## config.mk

```make
export PLATFORM = sky130hd
export DESIGN_NAME = button_conditioner
export DESIGN_NICKNAME = d
export VERILOG_FILES = /design/src/rtl/dimmer_pkg.sv /design/src/rtl/sync_debounce.sv /design/src/rtl/button_conditioner.sv
export SDC_FILE = /design/constraint.sdc
export NUM_CORES = 1
export LEC_CHECK = 0
export ABC_AREA = 1
export BUFFER_PORTS_ARGS = -buffer_cell sky130_fd_sc_hd__buf_2
export CORE_ASPECT_RATIO = 1.1
export CORE_MARGIN = 1
export CORE_UTILIZATION = 45
export DETAILED_ROUTE_END_ITERATION = 10
export HOLD_SLACK_MARGIN = 0.08
export PLACE_DENSITY = 0.59
export SLEW_MARGIN = 20
export SYNTH_ARGS = -nofsm -noshare
export SYNTH_HDL_FRONTEND = slang
export SYNTH_SLANG_ARGS = --single-unit
export TNS_END_PERCENT = 100
```

## constraint.sdc

```tcl
create_clock -name clk_sys -period 2.03 [get_ports clk_sys]
set_clock_uncertainty 0.05 [all_clocks]
set_input_delay 0.203 -clock clk_sys [delete_from_list [all_inputs] [get_ports clk_sys]]
set_output_delay 0.203 -clock clk_sys [all_outputs]
set_load 0.05 [all_outputs]
```

## src/rtl/dimmer_pkg.sv

```systemverilog
// rtl/dimmer_pkg.sv - shared channel state type and timing defaults for the dimmer button front-end
package dimmer_pkg;

   typedef enum logic [1:0] {
      IDLE   = 2'd0,
      HOLD   = 2'd1,
      REPEAT = 2'd2,
      LOCK   = 2'd3
   } state_t;

   // 10 ms debounce, 500 ms first repeat, 100 ms repeat period at 100 MHz
   localparam int DEBOUNCE_CYCLES_DEF = 1_000_000;
   localparam int REPEAT_DELAY_DEF    = 50_000_000;
   localparam int REPEAT_PERIOD_DEF   = 10_000_000;

   function automatic int max2(input int a, input int b);
      return (a > b) ? a : b;
   endfunction

endpackage

```

## src/rtl/sync_debounce.sv

```systemverilog
// rtl/sync_debounce.sv - two-flop synchroniser followed by a counter debounce, one button
module sync_debounce
   import dimmer_pkg::*;
#(
   parameter int DEBOUNCE_CYCLES = DEBOUNCE_CYCLES_DEF
)
(
   input  logic clk_sys,
   input  logic rst,
   input  logic raw,
   output logic level
);

   localparam int            CW       = $clog2(DEBOUNCE_CYCLES + 1);
   localparam logic [CW-1:0] CNT_LAST = CW'(DEBOUNCE_CYCLES - 1);

   logic          sync_meta;
   logic          sync_out;
   logic [CW-1:0] cnt;

   always_ff @(posedge clk_sys) begin
      if (rst) begin
         sync_meta <= 1'b0;
         sync_out  <= 1'b0;
         cnt       <= '0;
         level     <= 1'b0;
      end else begin
         sync_meta <= raw;
         sync_out  <= sync_meta;
         // the toggling sample is itself the DEBOUNCE_CYCLES-th differing one
         if (sync_out == level) begin
            cnt <= '0;
         end else if (cnt == CNT_LAST) begin
            level <= ~level;
            cnt   <= '0;
         end else begin
            cnt <= cnt + CW'(1);
         end
      end
   end

endmodule

```

## src/rtl/button_conditioner.sv

```systemverilog
// rtl/button_conditioner.sv - debounced up/down buttons to single-cycle dimmer commands with auto-repeat and lockout
module button_conditioner
   import dimmer_pkg::*;
#(
   parameter int DEBOUNCE_CYCLES = DEBOUNCE_CYCLES_DEF,
   parameter bit REPEAT_EN       = 1'b1,
   parameter int REPEAT_DELAY    = REPEAT_DELAY_DEF,
   parameter int REPEAT_PERIOD   = REPEAT_PERIOD_DEF
)
(
   input  logic clk_sys,
   input  logic rst,
   input  logic u_raw,
   input  logic d_raw,
   output logic u,
   output logic d,
   output logic u_level,
   output logic d_level
);

   localparam int            RW          = max2($clog2(max2(REPEAT_DELAY, REPEAT_PERIOD)), 1);
   localparam logic [RW-1:0] DELAY_LOAD  = RW'(REPEAT_DELAY - 1);
   localparam logic [RW-1:0] PERIOD_LOAD = RW'(REPEAT_PERIOD - 1);

   logic [1:0]    lvl;
   logic          lock;
   logic [1:0]    pulse;
   state_t        state [2];
   logic [RW-1:0] rcnt  [2];

   sync_debounce #(
      .DEBOUNCE_CYCLES (DEBOUNCE_CYCLES)
   ) up_deb (
      .clk_sys (clk_sys),
      .rst     (rst),
      .raw     (u_raw),
      .level   (u_level)
   );

   sync_debounce #(
      .DEBOUNCE_CYCLES (DEBOUNCE_CYCLES)
   ) down_deb (
      .clk_sys (clk_sys),
      .rst     (rst),
      .raw     (d_raw),
      .level   (d_level)
   );

   assign lvl  = {d_level, u_level};
   assign lock = &lvl;

   // channel 0 is up, channel 1 is down; a level high in IDLE is always a new press
   always_ff @(posedge clk_sys) begin
      if (rst) begin
         for (int i = 0; i < 2; i++) begin
            state[i] <= IDLE;
            rcnt[i]  <= '0;
         end
         pulse <= 2'b00;
      end else begin
         for (int i = 0; i < 2; i++) begin
            pulse[i] <= 1'b0;
            if (lock) begin
               state[i] <= LOCK;
            end else begin
               case (state[i])
                  IDLE: begin
                     if (lvl[i]) begin
                        pulse[i] <= 1'b1;
                        rcnt[i]  <= DELAY_LOAD;
                        state[i] <= HOLD;
                     end
                  end
                  HOLD: begin
                     if (!lvl[i]) begin
                        state[i] <= IDLE;
                     end else if (rcnt[i] != '0) begin
                        rcnt[i] <= rcnt[i] - RW'(1);
                     end else if (REPEAT_EN) begin
                        pulse[i] <= 1'b1;
                        rcnt[i]  <= PERIOD_LOAD;
                        state[i] <= REPEAT;
                     end
                  end
                  REPEAT: begin
                     if (!lvl[i]) begin
                        state[i] <= IDLE;
                     end else if (rcnt[i] != '0) begin
                        rcnt[i] <= rcnt[i] - RW'(1);
                     end else begin
                        pulse[i] <= 1'b1;
                        rcnt[i]  <= PERIOD_LOAD;
                     end
                  end
                  LOCK: begin
                     if (!lvl[i]) begin
                        state[i] <= IDLE;
                     end
                  end
                  default: state[i] <= IDLE;
               endcase
            end
         end
      end
   end

   assign u = pulse[0];
   assign d = pulse[1];

   u_d_exclusive: assert property (@(posedge clk_sys) !(u && d));

endmodule

```

; ---- Word level (Yosys, flattened, before mapping)
; Memories as Yosys holds them, arrays and structs flattened.
; Index checks and enable logic that the tools add are counted.
; Widths: inputs -> output; s select.
[word_totals]
register_bits = 48
latch_bits = 0
ram_bits = 56
romBits = 0
in_bits = 4
output_inout_bits = 4
elab_cells = 168
memories = 2
[memory_table]
columns = memory, words, width, read_ports, rd_ports_with_merged_regs, wr, line_no
row1 = rcnt, 2, 26, 2, 0, 2, button_conditioner.sv:29  ; logic [RW-1:0] rcnt [2];
row2 = state, 2, 2, 2, 0, 2, button_conditioner.sv:28  ; state_t state [2];
[classes]
addsub = 4
n_mul = 0
n_div = 0
order_cmp = 0
n_eq_ne = 10
n_shift = 0
mux = 105
bitwise_logic = 26
n_reduce_logical = 12
[op_table]
columns = cell, count
row1 = $mux 26, 10
row2 = $mux 1, 81
row3 = $reduce_bool 26->1, 2
row4 = $sub 26x1->26 const B, 2
row5 = $add 20x1->20 const B, 2
row6 = $eq 20x20->1 const B, 2
row7 = $mux 2, 12
row8 = $or 1x1->1, 22
row9 = $eq 2x2->1 const B, 4
row10 = $reduce_and 2->1, 3
row11 = $reduce_or 2->1, 3
row12 = $reduce_or 3->1, 2
row13 = $eq 2x1->1 const B, 2
row14 = $logic_not 2->1, 2
row15 = $not 1->1, 4
row16 = $pmux 1 s2, 2
row17 = $eq 1x1->1, 2

; ---- Logic depth before layout (Yosys ltp)
; Gate-level depths: netlist of run 1.
[logic_depth]
ltp_word = 11
depth_mapped = 13
depth_no_buf = 12

; ---- Hierarchy
; From an unflattened synthesis of run 1, not the netlist that was laid out.
[hier_totals]
hier_cells = 811
area_unflattened_um2 = 6242.2
[by_module_without_submodules]
columns = module, n_inst, cells_per_inst, area_per_inst_um2, seq_area_each_um2
row1 = button_conditioner, 1, 488, 3911.3, 1721.7
row2 = sync_debounce (down_deb), 1, 163, 1168.6, 460.4
row3 = sync_debounce (up_deb), 1, 160, 1162.4, 460.4

; ---- Worst setup path before layout of run 1
; Ideal clock, no wire load.
[synth_timing]
kind = register -> register
startpoint = reg up_deb.level
endpoint = mem rcnt[1][0] in the netlist's numbering, enable pin
setup_time_ns = 0.507
arrival_ns = 1.740
t_required_ns = 1.473
setup_slack_ns = -0.266
path_stages_with_launch = 6
path_buffers = 0
period_less_slack_ns = 2.296
path_cell_list = dfxtp_1 > nor2_4 > nand2_1 > inv_1 > nand2_2 > nand3_1
[synth_rtl]
columns = item, line_no
row1 = from (decl), sync_debounce.sv:11  ; output logic level
row2 = from (signal assigned), sync_debounce.sv:34  ; level <= ~level;
row3 = to (decl), button_conditioner.sv:29

==> results of run 1 <==
## repair_timing
item,in CTS,in global routing
hold buffers,2,0
endpoints found under the setup margin,0,49
buffers inserted,0,1
hold endpoints to repair,2,0
gates resized for setup,0,11
## through the flow
step	hold WS (ns)	setup slack [ns]	cells	utilization (%)	cell area (um2)
after floorplan	0.260	0.0288	754	-	5930
after global placement	0.342	0.106	930	49.3	6260
after detailed placement	0.352	0.0456	930	49.3	6260
after CTS	0.0954	0.0328	948	51.8	6580
after global routing	0.121	0.00665	949	52.2	6620
final	0.109	0.149	949	52.2	6620
## final cells by class
| type | instances | area [um2] |
|---|---|---|
| fillers | 1205 | 6070 |
| multi-input cells | 539 | 2870 |
| flip-flops and latches | 104 | 2640 |
| inverters | 104 | 390 |
| clock buffers | 11 | 233 |
| repair buffers | 29 | 230 |
| well taps | 157 | 196 |
| clock inverters | 5 | 65.1 |
## routing by layer
layer,vias up,track usage (%)
met5,-,0
met4,0,7.26
met3,13,3.51
met2,59,30.4
met1,2163,23.2
li1,2505,-
## worst reg2reg max path, delay by kind of cell, from the launching register on
family / cells / cell delay (ns)
AOI/OAI and AO/OA: 2 / 0.32
adders and majority gates: 1 / 0.29
and+or+nand+nor: 3 / 0.27
DFF: 1 / 0.44
buffers and inverters: 2 / 0.24
## sequential cells by signal, summed over array words and instances, names as in the netlist
name                flops
state                   4
rcnt                   52
up_deb.sync_meta        1
up_deb.cnt             20
down_deb.level          1
down_deb.sync_meta      1
pulse                   2
up_deb.sync_out         1
down_deb.cnt           20
down_deb.sync_out       1
up_deb.level            1
## cells by family (layout without fill, tap and decap cells)
| kind of cell | count (synthesis) | in the layout | share of synthesized area [%] |
|---|---|---|---|
| DFF | 104 | 104 | 44.7 |
| xor gates and xnor gates | 50 | 50 | 7.40 |
| AOI/OAI and AO/OA | 60 | 60 | 5.39 |
| adders and majority gates | 15 | 15 | 3.17 |
| and+or+nand+nor | 414 | 414 | 31.6 |
| buffers and inverters | 111 | 149 | 7.74 |
## power by group through the flow
stage                     logic, mW  clock network [mW]  registers [mW]
after floorplan               0.320                   0            2.44
after global placement        0.399                   0            2.46
after detailed placement      0.403                   0            2.47
after CTS                     0.412                1.81            2.42
after global routing          0.499                1.87            2.43
final                         0.426                1.75            2.42
## cell usage in the layout, fill, tap and decap left out, drive strengths merged, types with 2 or more instances in the layout
cell and count:
nor2 166, nand2 140, inv 106, edfxtp 56, dfxtp 48, nand3 43, xor2 34, a21oi 29
nor3 29, buf 27, o21ai 24, nand4 22, xnor2 16, ha 15, clkbuf 11, or2 5
nand3b 5, a31oi 3, nor3b 3, o31ai 2, clkinv 2, dlygate4sd3 2
## worst paths after layout
path	slack, ns	from	depth (start not counted)	to
hold reg to reg	0.36	down_deb.sync_meta	2	down_deb.sync_out
hold / removal	0.11	rst	2	down_deb.sync_meta
setup / recovery	0.15	state[0][0]	8	rcnt[1][25]
setup reg to reg	0.15	state[0][0]	8	rcnt[1][25]
==> impl_metrics.yaml, run 1 <==
yosys:
  syn-instance-count: 754
  synth_top_area_share_pct: 28.4
  synth.area.top_cells: "edfxtp_1 (28%), dfxtp_1 (16%), nor2_1 (9.5%)"
  synth-edff-count: 56
  ys_types: 34
  seq_area_frac_synth_pct: 44.7
  ys_seq_elements: 104
  yosysTopAreaCell: "edfxtp_1"
  yosys_most_used_dff: "edfxtp_1"
  ys_async_sr_fraction_pct: 0
  synth_warnings: 0
  synth_area_mm2: 0.00592
  synth_most_common_cell: "nor2_1"
  synthTopCellsByCount: "nor2_1 (150), nand2_1 (135), inv_1 (99)"
  syn_nets: 773
  syn-mean-instance-area_um2: 7.85
flow_run:
  cap_violations: 0
critical_path:
  cp-end-kind: "flip-flop"
  critPathKind: "flip-flop to flip-flop"
  crit_chain: "ha_1 > o21ai_4 > nand2_1 > nor2_4 > inv_2 > nand2_1 > buf_4 > o21ai_0"
  slowest_delay_ns: 0.44
  crit_required_ns: 2.08
  crit_top_cell: "nand2_1"
  worst-path-max-fanout: 11
  cpMaxStageDelayCell: "edfxtp_1"
  worst-path-buf-inv: 2
  cp.arrival_ns: 1.93
  critPathTopFamily: "flip-flops"
  crit_path_start_kind: "flip-flop"
cts:
  h-tree-depth: 3
  numClockSinks: 104
  clk_pin_slew_ns: 0.07
  numCtsBuffers: 9
  cts_root_buf: "clkbuf_16"
  cts.path.max_buffers: 2
  clkLatencyLatePin_ns: 0.35
  cts_tree: "built"
die:
  die_h_um: 122
  die_w_um: 111
  io_pins: 8
  coreArea_mm2: 0.0127
  start_util_pct: 46.6
  fp-row-count: 43
  dieArea_mm2: 0.0136
power:
  power_frac_seq_pct: 52.6
  leakagePower_nw: 2.59
  p_comb_share_pct: 9.3
  peakVddDrop_mv: 0.332
  p_total_mw: 4.60
  power.internal_mw: 3.46
  power.switching_mw: 1.14
  netSwitchingFraction_pct: 24.8
  powerDensity_mw_per_mm2: 694
  clkPwrFrac_pct: 38.1
drt:
  ant_nets: 0
  dr_wl_met3_um: 373
  first_pass_iters: 7
  first_iter_violations: 184
  wl_per_cell_um: 12.1
  dr_wl_met2_mm: 5.37
  met1_length_mm: 5.57
  drt_wl_total_mm: 11.5
  route.detailed.drc: 2
  vias: 4740
  top_layer: "met4"
  vias_per_cell: 4.99
grt:
  grt_max_degree: 27
  grt_usage_pct: 18.1
  grt_antenna_before_repair: 0
  grt_pass1_vias: 4476
  grt_overflow: 0
  grt_first_pass_wirelength_mm: 19.9
final_layout:
  syn_to_final_growth_pct: 11.9
  diodes: 0
  layout-drive-gt1-share_pct: 11.1
  layout.nets: 806
sta:
  final.period_utilization_pct: 92.7
  drv_slew: 0
  worst_pin_slew_ns: 0.387
  rsz0062_at_grt: "no"
  fin_crit_ns: 1.88
  hold_viol_final: 0
  max_slew_margin_pct: 74.1
  setup_viol: 0
  fin_tns_setup_ns: 0
  max_clock_freq_ghz: 0.532
place:
  io_buffers: 7
  gp_congestion: 0.864
  dp_hpwl_mm: 8.41
run_status:
  status: "finished, violations left"
  violations: "DRC"
worst_hold_path:
  hold_class: "input port to flip-flop"
Note: power is estimated with default switching activity, not from simulation.
==> run 2: changes to the inputs <==
--- a/config.mk
+++ b/config.mk
@@ -12,7 +12,7 @@
 export CORE_UTILIZATION = 45
 export DETAILED_ROUTE_END_ITERATION = 10
 export HOLD_SLACK_MARGIN = 0.08
-export PLACE_DENSITY = 0.59
+export PLACE_DENSITY = 0.57
 export SLEW_MARGIN = 20
 export SYNTH_ARGS = -nofsm -noshare
 export SYNTH_HDL_FRONTEND = slang
==> constraint.sdc (replaced) <==
create_clock -name clk_sys -period 2.1 [get_ports clk_sys]
set_clock_uncertainty 0.05 [all_clocks]
set_input_delay 0.21 -clock clk_sys [delete_from_list [all_inputs] [get_ports clk_sys]]
set_output_delay 0.21 -clock clk_sys [all_outputs]
set_load 0.05 [all_outputs]
==> impl_metrics.yaml, run 2 (same netlist as run 1, synthesis figures left out) <==
sta:
  setup_viol: 0
  drv_slew: 0
  worst_pin_slew_ns: 0.412
  final.period_utilization_pct: 93.0
  max_slew_margin_pct: 72.4
  fin_crit_ns: 1.95
  max_clock_freq_ghz: 0.512
  rsz0062_at_grt: "no"
  hold_viol_final: 0
  fin_tns_setup_ns: 0
  holdWs_ns: 0.120
place:
  io_buffers: 7
  gp_congestion: 0.856
  placed_cell_area_mm2: 0.00621
  dp_hpwl_mm: 8.51
run_status:
  status: "complete, no violations"
drt:
  first_pass_iters: 5
  vias_per_cell: 4.94
  route.detailed.drc: 0
  drt_wl_total_mm: 11.5
  wl_per_cell_um: 12.2
  vias: 4658
  first_iter_violations: 152
  ant_nets: 0
final_layout:
  largest_reg_flops: 52
  stdcell_area_mm2: 0.00653
  syn_to_final_growth_pct: 10.3
  layout-drive-gt1-share_pct: 10.1
  diodes: 0
  multi_input_area_mm2: 0.00285
  regMostFlops: "rcnt"
  final_cell_mix: "nor2_1 (146), nand2_1 (135), inv_1 (99)"
  seqCellArea_mm2: 0.00264
  top_regs: "rcnt: 52 flops, down_deb.cnt: 20 flops, up_deb.cnt: 20 flops"
  layout.nets: 799
  n_fill_cell: 1199
  final_common_cell: "nor2_1"
critical_path:
  slowest_delay_ns: 0.41
  cp-end-kind: "flip-flop"
  cpMaxStageDelayCell: "edfxtp_1"
  r2r_setup_slack_ns: 0.15
  crit_required_ns: 2.15
  critPathKind: "flip-flop to flip-flop"
  timing.rr.end: "rcnt[1][22]"
  worst-path-max-fanout: 14
  cp.arrival_ns: 2.00
  startpoint: "rcnt[1][0]"
  reg2regPathDepth: 9
  timing.rr.start: "rcnt[1][0]"
  endpoint: "rcnt[1][22]"
  crit_chain: "inv_1 > ha_1 > nand2_2 > nor2_4 > nand3_4 > nor2_4 > nand3_4 > nand2_4 > o21ai_0"
  crit_path_start_kind: "flip-flop"
grt:
  grt_usage_pct: 18.5
  grt_first_pass_wirelength_mm: 20.1
  grt_max_degree: 27
  grt_antenna_before_repair: 0
  grt_pass1_vias: 4416
  grt_overflow: 0
worst_hold_path:
  hold_class: "input port to flip-flop"
die:
  io_pins: 8
  coreArea_mm2: 0.0127
  fp-row-count: 43
  die_h_um: 122
  dieArea_mm2: 0.0136
  start_util_pct: 46.6
  die_w_um: 111
cts:
  cts.path.max_buffers: 2
  cts_tree: "built"
  cts_root_buf: "clkbuf_16"
  clkLatencyLatePin_ns: 0.35
  clk_pin_slew_ns: 0.07
  numClockSinks: 104
  post_cts_buffers: 0
  h-tree-depth: 3
  numCtsBuffers: 9
power:
  leakagePower_nw: 2.54
  powerDensity_mw_per_mm2: 661
  p_total_mw: 4.31
  peakVddDrop_mv: 0.324
flow_run:
  cap_violations: 0
==> run 2: cell types whose count changed in the layout (fill, tap and decap cells not counted), moves of 2 or more <==
cell | before | now
inv_6 | 2 | 0
inv_4 | 0 | 2
clkinv_2 | 0 | 2
buf_4 | 18 | 11
==> run 2: where the power goes <==
group          internal (mW)  switching [mW]  leakage (nW)
sequential              2.25          0.0878         0.922
clock                  0.836           0.734         0.140
combinational          0.151           0.253          1.48
total                   3.24            1.07          2.54
==> run 2: worst max-delay path, delay by kind of cell, from the launching register on <==
kind                     cells  cell delay [ns]
AO/OA/AOI/OAI                1             0.11
flip-flops                   1             0.41
adder cells (fa/ha/maj)      1             0.21
buffers and inverters        1             0.08
AND/OR/NAND/NOR              6             0.83
==> run 2: routing by layer <==
metal	vias up	routed length [um]	part of all wire, %	GRT usage, %
li1	2491	-	-	-
met1	2118	5760	50	24.3
met2	37	5260	46	30.2
met3	12	289	2.5	3.16
met4	0	191	1.7	7.85
met5	-	0	0	0
==> run 2: metrics by stage <==
stage	cells	util, %	setup WS, ns
floorplan	754	-	0.0988
global placement	924	48.9	0.178
detailed placement	924	48.9	0.121
CTS	942	51.3	0.0894
global route	942	51.4	0.0148
finish	942	51.4	0.147
==> run 2: layout make-up <==
class                           count  area share [%]
Timing Repair Buffer               22            2.72
Tap cell                          157            3.01
Inverter                          104            5.98
Sequential cell                   104            40.5
Multi-Input combinational cell    539            43.6
Clock inverter                      5           0.479
Clock buffer                       11            3.72
==> run 2: worst min-delay path by stage <==
stage	cells past startpoint	from	endpoint
after floorplan	2	d_raw	down_deb.sync_meta
after global placement	2	up_deb.sync_meta	up_deb.sync_out
after detailed placement	2	down_deb.sync_meta	down_deb.sync_out
after CTS	2	rst	up_deb.sync_out
after global routing	2	rst	down_deb.sync_meta
final	2	rst	down_deb.sync_meta
==> run 2: repair_timing <==
| action | in CTS | in global routing |
|---|---|---|
| hold buffers | 2 | 0 |
| resized for setup | 0 | 7 |
| endpoints found under the hold margin | 2 | 0 |
| endpoints found under the setup margin | 0 | 7 |
